## src/rtl/sseg_pkg.sv

```systemverilog
// Shared types and constants for the seven-segment scan driver.
package sseg_pkg;

  typedef enum logic {SHOW, DEAD} scan_state_t;

  localparam int unsigned NUM_DIGITS = 4;
  localparam logic [3:0]  AN_OFF     = 4'b1111;

  function automatic logic [3:0] nibble_sel(input logic [15:0] v, input logic [1:0] i);
    return v[{i, 2'b00} +: 4];
  endfunction

endpackage

```

## src/rtl/sseg_refresh_tick.sv

```systemverilog
// Slot timer: counts REFRESH_DIV lit cycles, then DEAD_CYCLES blank cycles, one shared counter.
module sseg_refresh_tick #(
  parameter int unsigned REFRESH_DIV = 100000,
  parameter int unsigned DEAD_CYCLES = 2
) (
  input  logic clk,
  input  logic reset,
  input  logic dead,
  output logic slot_end,
  output logic dead_end
);

  localparam int unsigned CW = (REFRESH_DIV > 2) ? $clog2(REFRESH_DIV) : 1;
  localparam logic [CW-1:0] SlotLast = CW'(REFRESH_DIV - 1);
  localparam logic [CW-1:0] DeadLast = CW'((DEAD_CYCLES > 0) ? DEAD_CYCLES - 1 : 0);

  logic [CW-1:0] cnt_q, cnt_d;

  always_comb begin
    slot_end = !dead && (cnt_q == SlotLast);
    dead_end = dead && (cnt_q == DeadLast);
    cnt_d    = (slot_end || dead_end) ? '0 : cnt_q + CW'(1);
  end

  always_ff @(posedge clk) begin
    if (reset) begin
      cnt_q <= '0;
    end else begin
      cnt_q <= cnt_d;
    end
  end

endmodule

```

## src/rtl/sseg_scan_mux.sv

```systemverilog
// Four-digit common-anode scan driver with dead time between digits.
// Optional leading-zero blanking when SSEG_SCAN_BLANK_EN is defined.
module sseg_scan_mux
  import sseg_pkg::*;
#(
  parameter int unsigned REFRESH_DIV = 100000,
  parameter int unsigned DEAD_CYCLES = 2
) (
  input  logic        clk,
  input  logic        reset,
  input  logic        load,
  input  logic [15:0] value,
  input  logic [3:0]  dp_in,
  output logic [3:0]  binary,
  output logic [3:0]  an,
  output logic        dp
);

  localparam int unsigned IW = $clog2(NUM_DIGITS);

  scan_state_t   state_q, state_d;
  logic [IW-1:0] idx_q, idx_d;
  logic [15:0]   value_q;
  logic [3:0]    dp_q;
  logic          slot_end, dead_end;
  logic          blank;
  logic [3:0]    an_d, binary_d;
  logic          dp_d;

  sseg_refresh_tick #(
    .REFRESH_DIV (REFRESH_DIV),
    .DEAD_CYCLES (DEAD_CYCLES)
  ) u_tick (
    .clk      (clk),
    .reset    (reset),
    .dead     (state_q == DEAD),
    .slot_end (slot_end),
    .dead_end (dead_end)
  );

  always_comb begin
    state_d = state_q;
    idx_d   = idx_q;
    unique case (state_q)
      SHOW: begin
        if (slot_end) begin
          idx_d   = idx_q + 2'd1;
          state_d = (DEAD_CYCLES > 0) ? DEAD : SHOW;
        end
      end
      DEAD: begin
        if (dead_end) state_d = SHOW;
      end
    endcase
  end

`ifdef SSEG_SCAN_BLANK_EN
  // A digit is a leading zero when it and every digit above it are zero.
  assign blank = (idx_q != 2'd0) && ((value_q >> {idx_q, 2'b00}) == 16'h0000);
`else
  assign blank = 1'b0;
`endif

  // Binary follows idx even in DEAD so the decoder settles before the anode turns on.
  always_comb begin
    an_d     = AN_OFF;
    dp_d     = 1'b1;
    binary_d = nibble_sel(value_q, idx_q);
    if (state_q == SHOW && !blank) begin
      an_d = ~(4'b0001 << idx_q);
      dp_d = ~dp_q[idx_q];
    end
  end

  always_ff @(posedge clk) begin
    if (reset) begin
      state_q <= SHOW;
      idx_q   <= '0;
      value_q <= '0;
      dp_q    <= '0;
      an      <= AN_OFF;
      dp      <= 1'b1;
      binary  <= 4'h0;
    end else begin
      state_q <= state_d;
      idx_q   <= idx_d;
      if (load) begin
        value_q <= value;
        dp_q    <= dp_in;
      end
      an      <= an_d;
      dp      <= dp_d;
      binary  <= binary_d;
    end
  end

endmodule

```

## config.mk

```make
export PLATFORM = sky130hd
export DESIGN_NAME = sseg_scan_mux
export DESIGN_NICKNAME = d
export VERILOG_FILES = /design/src/rtl/sseg_pkg.sv /design/src/rtl/sseg_refresh_tick.sv /design/src/rtl/sseg_scan_mux.sv
export SDC_FILE = /design/constraint.sdc
export NUM_CORES = 1
export LEC_CHECK = 0
export BUFFER_PORTS_ARGS = -buffer_cell sky130_fd_sc_hd__buf_2
export CAP_MARGIN = 30
export CORE_UTILIZATION = 30
export DETAILED_ROUTE_END_ITERATION = 10
export GPL_TIMING_DRIVEN = 0
export PLACE_DENSITY_LB_ADDON = 0.08
export SLEW_MARGIN = 20
export SYNTH_ARGS = -nofsm -noshare
export SYNTH_HDL_FRONTEND = slang
export SYNTH_SLANG_ARGS = --single-unit
```

## constraint.sdc

```tcl
create_clock -name clk -period 2.8 [get_ports clk]
set_input_delay 0.56 -clock clk [delete_from_list [all_inputs] [get_ports clk]]
set_output_delay 0.56 -clock clk [all_outputs]
set_load 0.01 [all_outputs]
```

==> results of run 1 <==
cell type report:
cell class | instances | area [µm²] | share of cell area [%]
clock buffer | 7 | 86.3 | 3.67
timing repair buffer | 30 | 150 | 6.38
tap | 77 | 96.3 | 4.09
clock inverter | 1 | 30.0 | 1.28
sequential | 49 | 981 | 41.7
inverter | 5 | 18.8 | 0.797
buffer | 9 | 57.6 | 2.45
multi-input combinational | 130 | 933 | 39.7
layer usage:
metal / vias up / share of wire, % / track usage (%)
li1: 721 / - / -
met1: 616 / 49 / 14.1
met2: 24 / 47 / 19.0
met3: 2 / 3.3 / 4.15
met4: 0 / 0.65 / 3.70
met5: - / 0 / 0
sequential cells by signal (all words and copies together) (netlist names):
register      flops
an                4
binary            4
dp                1
dp_q              4
idx_q             2
state_q           1
u_tick.cnt_q     17
value_q          16
worst max path at each step:
stage                                           start                    endpoint  slack, ns  cells past startpoint
after global placement    u_tick.cnt_q[11]$_SDFF_PP0_  u_tick.cnt_q[7]$_SDFF_PP0_       0.99                      7
after global routing      u_tick.cnt_q[11]$_SDFF_PP0_  u_tick.cnt_q[4]$_SDFF_PP0_       0.80                      7
after floorplan           u_tick.cnt_q[11]$_SDFF_PP0_  u_tick.cnt_q[2]$_SDFF_PP0_       1.18                      7
final                     u_tick.cnt_q[11]$_SDFF_PP0_  u_tick.cnt_q[4]$_SDFF_PP0_       1.02                      7
after detailed placement  u_tick.cnt_q[11]$_SDFF_PP0_  u_tick.cnt_q[8]$_SDFF_PP0_        1.0                      7
after CTS                 u_tick.cnt_q[11]$_SDFF_PP0_  u_tick.cnt_q[2]$_SDFF_PP0_       1.00                      7
stage by stage:
step / power [mW] / worst slack, ns / hold slack, ns / cells
4_1_cts: 1.37 / 1.00 / 0.480 / 308
2_1_floorplan: 0.808 / 1.18 / 0.444 / 193
3_3_place_gp: 0.843 / 0.986 / 0.466 / 300
6_report: 1.34 / 1.02 / 0.490 / 308
3_5_place_dp: 0.843 / 1.00 / 0.471 / 300
5_1_grt: 1.41 / 0.800 / 0.489 / 308
layout by cell type, fill, tap and decap left out, drive strengths merged:
cell	instances
a211o	1
and3	2
and4	1
buf	33
bufinv	1
clkbuf	13
dfxtp	49
ha	6
inv	5
mux2i	21
mux4	5
nand2	10
nand3	6
nand4	5
nand4b	1
nor2	44
nor2b	5
nor3	3
nor4	3
o21ba	1
xnor2	6
xor2	10
power by group:
part / switching [mW] / total, mW / internal [mW] / leakage (nW)
Combinational: 0.0427 / 0.0901 / 0.0474 / 0.518
Sequential: 0.0134 / 0.734 / 0.721 / 0.400
Clock: 0.229 / 0.520 / 0.291 / 0.0585
Total: 0.285 / 1.34 / 1.06 / 0.977
kinds of logic (layout without fill, tap and decap cells):
| logic type | after synthesis | after routing | synth area share [%] |
|---|---|---|---|
| simple gates | 80 | 80 | 18.9 |
| flops | 49 | 49 | 49.3 |
| mux | 26 | 26 | 16.2 |
| xor+xnor | 16 | 16 | 7.04 |
| buf+inv | 14 | 52 | 3.83 |
| fa+ha+maj | 6 | 6 | 3.77 |
| compound gates | 2 | 2 | 1.01 |
==> metrics.md, run 1 <==
| Metric | Value |
|---|---|
| Clock latency on the worst-skew pair | 0.30 ns |
| Average size of a mapped cell | 10.3 µm² |
| Max Clk Rate | 0.563 GHz |
| Gr ovfl total | 0 |
| Core ar. | 6390 µm² |
| Syn Inst Count | 193 |
| Reg2reg end | u_tick.cnt_q[4]$_SDFF_PP0_ |
| Hold Path End | u_tick.cnt_q[0]$_SDFF_PP0_ |
| Share of post-route cells with drive strength above 1 | 20.8% |
| Die X | 83.5 µm |
| Remaining antenna violation count | 0 |
| Root Buffer | clkbuf_8 |
| Crit path largest cell delay | 0.43 ns |
| Synth warn | 0 |
| Worst R2R Start | u_tick.cnt_q[11]$_SDFF_PP0_ |
| Required @ worst endpoint | 3.00 ns |
| Mapped Nets | 222 |
| Worst reg2reg setup slack | 1.02 ns |
| Clock-pin transition on the worst setup and hold timing paths | 0.09 ns |
| Top cells by area, synth | dfxtp_1 49%, mux2i_1 11%, nor2_1 8.3%, mux4_2 5.7%, xor2_1 4.4% |
| R2R depth | 7 |
| Netlist Area Pre-Place | 1990 µm² |
| Post-cts hold buffer count | 0 |
| Final Core Density | 36.9% |
| Period utilization | 63.4% |
| CP arrival | 1.97 ns |
| Cell family with most CP delay | simple AND/OR/NAND/NOR gates |
| Setup TNS | 0 ns |
| Clock skew | 0.00576 ns |
| Asr flop ratio synth | 0% |
| First-pass GRT wire length | 6310 µm |
| Unrepaired setup endpoints after global routing | no |
| PortBufs | 30 |
| Crit. End Element | flop |
| Pleak | 0.977 nW |
| Slew at the pin closest to its max-slew limit | 0.760 ns |
| Count leader, synth | dfxtp_1 |
| Vias in the first global route | 1366 |
| Minimum clock period | 1.78 ns |
| Routed vias/inst | 4.43 |
| Buffers & Inverters on Critical Path | 2 |
| Routed WL | 3710 µm |
| Ant diodes | 0 |
| Hold Path Stages | 1 |
| Clk buf depth | 2 |
| CTS Buf Count | 5 |
| Hold Startpoint | u_tick.cnt_q[0]$_SDFF_PP0_ |
| Setup Fix Bufs, Post-CTS | 0 |
| Layout net count | 259 |
| WL/cell | 12.0 µm |
| Synthesis-stage register bit count | 49 |
| Placed wire-length estimate | 2730 µm |
| Initial antenna violation count | 0 |
| Via count | 1363 |
| Synth area leader | dfxtp_1 |
| CTS sink cnt | 49 |
| Design Area, Final | 2350 µm² |
| Fillers | 658 |
| Startpoint types | flop |
| IO Pins | 32 |
| Drt pass-1 iters | 4 |
| Synth top area share | 49.3% |
| Worst VDD drop | 0.236 mV |
| Worst Hold Class | flop to flop |
| Synth cell types | 24 |
| GP Congestion | 0.690 |
| Final Setup Violations | 0 |
| Post-CTS sizing | 0 |
| DRC violations left | 0 |
| Register area share after synthesis | 49.3% |
| Rel. slew slack | 49.3% |
| Most used DFF post-synth | dfxtp_1 |
| GR Util All Layers | 11.5% |
| DP Area | 2240 µm² |
| Fin. Hold Viols | 0 |
| Slowest cell on crit path | nor4_4 |
| Critical-path maximum fanout | 10 |
| Area growth syn-to-layout | 18.2% |
| Max Cap Viol | 0 |
| Crit path kind | flop to flop |
| Pwr dens | 571 nW/µm² |
| Initial Utilization | 31.2% |
| Final Max Slew Viols | 0 |
| Site row count | 29 |
| Sequence of cells on the critical path | nor4_1, nand2_1, nor4_4, a211o_2, buf_6, buf_12, nor2_1 |
| Total die area | 6970 µm² |
| Die H | 83.5 µm |
| Starting DRC count in detailed routing | 12 |
| Most frequent cells after synthesis | 49 x dfxtp_1, 44 x nor2_1, 21 x mux2i_1 |
| Status | complete, no violations |
| Largest net degree at the start of global routing | 15 |
| CTS tree | yes |
| Post-synth EDFFs | 0 |
| H-tree depth | 2 |
Note: power is estimated with default switching activity, not from simulation.
==> run 2: changes to the inputs <==
--- a/config.mk
+++ b/config.mk
@@ -5,6 +5,7 @@
 export SDC_FILE = /design/constraint.sdc
 export NUM_CORES = 1
 export LEC_CHECK = 0
+export ABC_AREA = 1
 export BUFFER_PORTS_ARGS = -buffer_cell sky130_fd_sc_hd__buf_2
 export CAP_MARGIN = 30
 export CORE_UTILIZATION = 30
==> constraint.sdc (replaced) <==
create_clock -name clk -period 1.6 [get_ports clk]
set_input_delay 0.32 -clock clk [delete_from_list [all_inputs] [get_ports clk]]
set_output_delay 0.32 -clock clk [all_outputs]
set_load 0.01 [all_outputs]
==> metrics.md, run 2 <==
| Metric | Value |
|---|---|
| Count leader, synth | nor2_1 |
| Fillers | 799 (+21%) |
| DRC violations left | 0 (unchanged) |
| Remaining antenna violation count | 0 (unchanged) |
| Clock latency on the worst-skew pair | 0.31 ns (about the same) |
| Root Buffer | clkbuf_8 |
| Setup TNS | 0 ns (unchanged) |
| M2 GR Usage | 20.6% (+1.6 points) |
| Share of post-route cells with drive strength above 1 | 14.7% (-6.0 points) |
| GP Congestion | 0.741 (+7.5%) |
| Asr flop ratio synth | 0% (unchanged) |
| Period utilization | 90.7% (+27 points) |
| Status | complete, no violations |
| WL/cell | 11.2 µm (-7.3%) |
| Crit path largest cell delay | 0.38 ns (-0.05 ns) |
| Rel. slew slack | 66.0% (+17 points) |
| Unrepaired setup endpoints after global routing | no |
| Clock skew | 0.00821 ns (+0.00246 ns) |
| Mapped Nets | 330 (+49%) |
| Drt pass-1 iters | 4 (unchanged) |
| Final Max Slew Viols | 0 (unchanged) |
| Total Power | 2.20 mW (+63%) |
| Minimum clock period | 1.45 ns (-0.324 ns) |
| CTS sink cnt | 49 (unchanged) |
| Layout net count | 367 (+42%) |
| Crit path kind | flop to flop |
| Max Clk Rate | 0.689 GHz (+22%) |
| CTS Buf Count | 5 (unchanged) |
| Met1 usage | 20.5% (+6.4 points) |
| M3 GR Usage | 3.24% (-0.92 points) |
| Worst Hold Class | primary input to flop |
| Site row count | 30 (+3.4%) |
| Clk buf depth | 2 (unchanged) |
| Top cells by area, synth | dfxtp_1 46%, nor2_1 18%, o21ai_0 7.4%, nand2_1 6.8%, ha_1 3.5% |
| Vias in the first global route | 1670 (+22%) |
| Post-synth EDFFs | 0 (unchanged) |
| Clock-pin transition on the worst setup and hold timing paths | 0.10 ns (about the same) |
| Largest net degree at the start of global routing | 16 (+1) |
| Placed wire-length estimate | 3540 µm (+30%) |
| Most used DFF post-synth | dfxtp_1 |
| Die H | 86.7 µm (+3.9%) |
| Pre-CTS WS | 0.0775 ns (-0.922 ns) |
| Synth warn | 0 (unchanged) |
| Sequence of cells on the critical path | ha_2, nand3_2, nor2_1, nand3_1, nand2_1, nand2_1, inv_1, nor2_1 |
| Most common cell after layout, fill and taps aside | nor2_1 |
| Syn Inst Count | 301 (+56%) |
| Slew at the pin closest to its max-slew limit | 0.510 ns (-0.250 ns) |
| Gr ovfl total | 0 (unchanged) |
| PortBufs | 30 (unchanged) |
| CTS tree | yes |
| Register area share after synthesis | 45.5% (-3.7 points) |
| Synth top area share | 45.5% (-3.7 points) |
| Max Cap Viol | 0 (unchanged) |
| Most flops, register | u_tick.cnt_q |
| Initial antenna violation count | 0 (unchanged) |
| Final setup margin | 0.148 ns (-0.876 ns) |
| Worst VDD drop | 0.335 mV (+42%) |
| Routed vias/inst | 4.35 (-1.7%) |
| Startpoint types | flop |
| Final Setup Violations | 0 (unchanged) |
| Hold_ws | 0.223 ns (-0.267 ns) |
| Critical-path maximum fanout | 5 (-5) |
| Starting DRC count in detailed routing | 78 (+66) |
| Crit. End Element | flop |
| Ant diodes | 0 (unchanged) |
| Netlist Area Pre-Place | 2150 µm² (+8.2%) |
| Largest register FFs | 17 (unchanged) |
| Core ar. | 6870 µm² (+7.6%) |
| Die X | 86.7 µm (+3.9%) |
| Cell family with most CP delay | simple AND/OR/NAND/NOR gates |
| Fin. Hold Viols | 0 (unchanged) |
| Synth area leader | dfxtp_1 |
| Synthesis-stage register bit count | 49 (unchanged) |
| Buffers & Inverters on Critical Path | 1 (-1) |
| Routed WL | 4850 µm (+31%) |
| Total die area | 7520 µm² (+8.0%) |
| Area growth syn-to-layout | 16.9% |
| Grt peak-use layer | met2 |
| Via count | 1893 (+39%) |
| Top flop regs | u_tick.cnt_q: 17 flops, value_q: 16 flops |
| Slowest cell on crit path | dfxtp_2 |
| H-tree depth | 2 (unchanged) |
| GR Util All Layers | 14.3% (+2.8 points) |
| First-pass GRT wire length | 8200 µm (+30%) |
| Commonest non-fill, non-tap cells in the layout | 104 x nor2_1, 47 x dfxtp_1, 39 x nand2_1 |
| IO Pins | 32 (unchanged) |
| Initial Utilization | 31.4% (+0.19 points) |
| Synth cell types | 23 (-4.2%) |
| Pleak | 0.997 nW (+2.1%) |
| Most frequent cells after synthesis | 105 x nor2_1, 49 x dfxtp_1, 39 x nand2_1 |
| Pwr dens | 873 nW/µm² (+53%) |
| Average size of a mapped cell | 7.16 µm² (-31%) |
| Required @ worst endpoint | 1.81 ns (-1.19 ns) |
| CP arrival | 1.66 ns (-0.31 ns) |
==> run 2: cells by family after synthesis <==
group	share of synthesized area, %
adder cells (fa/ha/maj)	3.48
XOR/XNOR	3.66
AO/OA/AOI/OAI	9.70
flip-flops	45.5
buffers and inverters	5.75
AND/OR/NAND/NOR	31.9
==> run 2: per-layer routing <==
metal	part of all wire, %	vias to the layer above	wire, µm
li1	-	1019	-
met1	55	842	2650
met2	40	26	1950
met3	3.4	6	164
met4	1.8	0	85
met5	0	-	0
==> run 2: through the flow <==
stage / instances / utilization [%] / cell area (µm²)
floorplan: 301 / - / 2150
global placement: 427 / 35.3 / 2420
detailed placement: 427 / 35.3 / 2420
CTS: 435 / 36.6 / 2510
global route: 435 / 36.7 / 2520
finish: 435 / 36.7 / 2520
==> run 2: worst paths after layout <==
| path | from | endpoint | slack (ns) | cells after the start |
|---|---|---|---|---|
| max reg2reg | u_tick.cnt_q[0]$_SDFF_PP0_ | u_tick.cnt_q[14]$_SDFF_PP0_ | 0.15 | 8 |
| min reg2reg | u_tick.cnt_q[0]$_SDFF_PP0_ | u_tick.cnt_q[0]$_SDFF_PP0_ | 0.46 | 1 |
| min | value[12] | value_q[12]$_SDFFE_PP0P_ | 0.22 | 3 |
| max | u_tick.cnt_q[0]$_SDFF_PP0_ | u_tick.cnt_q[14]$_SDFF_PP0_ | 0.15 | 8 |
==> run 2: cell type report <==
class	count	area, µm²	share of cell area [%]
clock buffer	6	72.6	2.88
sequential	49	983	39.0
inverter	21	80.1	3.18
tap	96	120	4.77
multi-input combinational	222	1050	41.9
buffer	9	43.8	1.74
clock inverter	2	13.8	0.546
timing repair buffer	30	150	5.96
==> run 2: power breakdown <==
part           total (mW)  internal [mW]  leakage, nW  switching (mW)
clock network       0.744          0.313       0.0456           0.432
logic               0.161         0.0692        0.549          0.0917
registers            1.29           1.27        0.402          0.0246
==> run 2: what timing repair did <==
action	CTS	global route
setup buffers	0	0
hold endpoints to repair	0	0
gates resized for setup	0	4
setup endpoints to repair	0	11
hold buffers	0	0
==> run 2: worst min-delay path, cell delays in order <==
cell and delay, ns:
buf_2 0.08, nor2_1 0.03, nor2_1 0.08
==> run 3: changes to the inputs <==
--- a/config.mk
+++ b/config.mk
@@ -8,7 +8,7 @@
 export ABC_AREA = 1
 export BUFFER_PORTS_ARGS = -buffer_cell sky130_fd_sc_hd__buf_2
 export CAP_MARGIN = 30
-export CORE_UTILIZATION = 30
+export CORE_UTILIZATION = 49
 export DETAILED_ROUTE_END_ITERATION = 10
 export GPL_TIMING_DRIVEN = 0
 export PLACE_DENSITY_LB_ADDON = 0.08
==> constraint.sdc (replaced) <==
create_clock -name clk -period 1.6 [get_ports clk]
set_input_delay 0.32 -clock clk [delete_from_list [all_inputs] [get_ports clk]]
set_output_delay 0.32 -clock clk [all_outputs]
set_load 0.005 [all_outputs]
==> metrics.md, run 3 (same netlist as run 2, synthesis figures left out) <==
| Metric | Value |
|---|---|
| Status | complete, no violations |
| CP arrival | 1.64 ns (-0.02 ns) |
| Fillers | 404 (-49%) |
| Commonest non-fill, non-tap cells in the layout | 105 x nor2_1, 47 x dfxtp_1, 39 x nand2_1 |
| WL/cell | 11.1 µm (-0.39%) |
| Pwr dens | 943 nW/µm² (+8.0%) |
| Largest register FFs | 17 (unchanged) |
| Clock skew | 0.00961 ns (+0.00140 ns) |
| Reg2reg end | u_tick.cnt_q[6]$_SDFF_PP0_ |
| Starting DRC count in detailed routing | 125 (+60%) |
| Via count | 1863 (-1.6%) |
| Clk buf depth | 2 (unchanged) |
| Slew at the pin closest to its max-slew limit | 0.466 ns (-0.0441 ns) |
| Minimum clock period | 1.45 ns (-0.00631 ns) |
| Worst Setup EP | u_tick.cnt_q[6]$_SDFF_PP0_ |
| Sequence of cells on the critical path | ha_2, nand3_2, clkinv_2, nand3_2, nand3_4, buf_6, nor2_1 |
| H-tree depth | 2 (unchanged) |
| Dpl cells | 381 (-11%) |
| Routed WL | 4320 µm (-11%) |
| Setup TNS | 0 ns (unchanged) |
| Core ar. | 4120 µm² (-40%) |
| M2 GR Usage | 28.3% (+7.7 points) |
| M3 GR Usage | 6.50% (+3.3 points) |
| Startpoint types | flop |
| Fin. Hold Viols | 0 (unchanged) |
| Unrepaired setup endpoints after global routing | no |
| Critical Path Most Common Cell | nand3_2 |
| Final Setup Violations | 0 (unchanged) |
| Rel. slew slack | 68.9% (+2.9 points) |
| Worst VDD drop | 0.509 mV (+52%) |
| GP Congestion | 0.877 (+18%) |
| GR Util All Layers | 20.3% (+6.0 points) |
| Placed wire-length estimate | 3120 µm (-12%) |
| Clock-pin transition on the worst setup and hold timing paths | 0.09 ns (about the same) |
| Buffers & Inverters on Critical Path | 2 (+1) |
| CTS Buf Count | 5 (unchanged) |
| Critical-path maximum fanout | 10 (+5) |
| Fin cells | 389 (-11%) |
| Multi-input logic area | 1050 µm² (-0.24%) |
| CTS sink cnt | 49 (unchanged) |
| Clock latency on the worst-skew pair | 0.31 ns (about the same) |
| Top flop regs | u_tick.cnt_q: 17 flops, value_q: 16 flops |
| Site row count | 23 (-23%) |
| Crit. End Element | flop |
| Most common cell after layout, fill and taps aside | nor2_1 |
| Worst reg2reg setup slack | 0.15 ns (about the same) |
| Critical Path Start | u_tick.cnt_q[0]$_SDFF_PP0_ |
| Worst Hold Class | primary input to flop |
| Die H | 68.3 µm (-21%) |
| Drt pass-1 iters | 4 (unchanged) |
| Initial antenna violation count | 0 (unchanged) |
| Slowest cell on crit path | dfxtp_2 |
| Max Cap Viol | 0 (unchanged) |
| CTS tree | yes |
| Max Clk Rate | 0.692 GHz (+0.44%) |
| Required @ worst endpoint | 1.79 ns (-0.02 ns) |
| Final Max Slew Viols | 0 (unchanged) |
| Initial Utilization | 52.4% (+21 points) |
| PortBufs | 30 (unchanged) |
| Crit path kind | flop to flop |
| Routed vias/inst | 4.79 (+10%) |
| Most flops, register | u_tick.cnt_q |
| R2R depth | 7 (-1) |
| Setup Fix Bufs, Post-CTS | 0 (unchanged) |
| DRC violations left | 0 (unchanged) |
| Area growth syn-to-layout | 15.3% |
| Share of post-route cells with drive strength above 1 | 14.5% (-0.29 points) |
| WP depth | 7 (-1) |
| FF/Latch Area | 983 µm² (unchanged) |
| Grt peak-use layer | met1 |
| Vias in the first global route | 1497 (-10%) |
| Met1 usage | 29.0% (+8.6 points) |
| Total die area | 4670 µm² (-38%) |
| Root Buffer | clkbuf_8 |
| Ant diodes | 0 (unchanged) |
| Largest net degree at the start of global routing | 16 (unchanged) |
| Gr ovfl total | 0 (unchanged) |
| Crit path largest cell delay | 0.38 ns (about the same) |
| Worst R2R Start | u_tick.cnt_q[0]$_SDFF_PP0_ |
| IO Pins | 32 (unchanged) |
| Cell family with most CP delay | simple AND/OR/NAND/NOR gates |
| First-pass GRT wire length | 6840 µm (-17%) |
| Pleak | 1.01 nW (+1.0%) |
| Period utilization | 90.3% (-0.39 points) |
| Layout net count | 367 (unchanged) |
| Die X | 68.3 µm (-21%) |
| Remaining antenna violation count | 0 (unchanged) |
[run 3: report_power, final]
group	leakage, nW	internal (mW)	switching (mW)
clock network	0.0554	0.470	0.423
logic	0.549	0.0684	0.0878
registers	0.402	1.27	0.0238
[run 3: routing by layer]
metal  wire length [µm]  up-vias
met5                  0        -
met4                  0        0
met3                151        0
met2               1840       39
met1               2330      804
li1                   -     1020
[run 3: worst min path at each step]
stage | startpoint | endpoint | cells after the start | slack, ns
finish | value[8] | value_q[8]$_SDFFE_PP0P_ | 3 | 0.23
global route | value[11] | value_q[11]$_SDFFE_PP0P_ | 3 | 0.23
CTS | value[9] | value_q[9]$_SDFFE_PP0P_ | 3 | 0.23
global placement | value_q[7]$_SDFFE_PP0P_ | value_q[7]$_SDFFE_PP0P_ | 2 | 0.44
detailed placement | value_q[7]$_SDFFE_PP0P_ | value_q[7]$_SDFFE_PP0P_ | 2 | 0.45
floorplan | reset | binary[0]$_SDFF_PP0_ | 1 | 0.39
[run 3: area by class of cell]
class | count | area share [%]
clock inverter | 2 | 1.56
sequential | 49 | 39.6
clock buffer | 6 | 2.92
tap | 50 | 2.52
timing repair buffer | 30 | 6.05
buffer | 9 | 1.76
multi-input combinational | 222 | 42.4
inverter | 21 | 3.22
[run 3: what timing repair did]
action / 4_1_cts / 5_1_grt
resized for setup: 0 / 3
hold buffers: 0 / 0
endpoints found under the setup margin: 0 / 11
[run 3: stage by stage]
step                      cell area [µm²]  hold WS (ns)  worst slack [ns]  power [mW]  util (%)
after floorplan                      2150         0.389             0.264        1.41         -
after global placement               2370         0.444            0.0968        1.47      57.5
after detailed placement             2370         0.450            0.0677        1.47      57.5
after CTS                            2480         0.226            0.0514        2.35      60.2
after global routing                 2480         0.229           0.00314        2.45      60.4
final                                2480         0.228             0.155        2.34      60.4
[run 3: tightest hold or removal path, stage by stage]
cell    delay, ns
buf_2        0.08
nor2_1       0.03
nor2_1       0.08
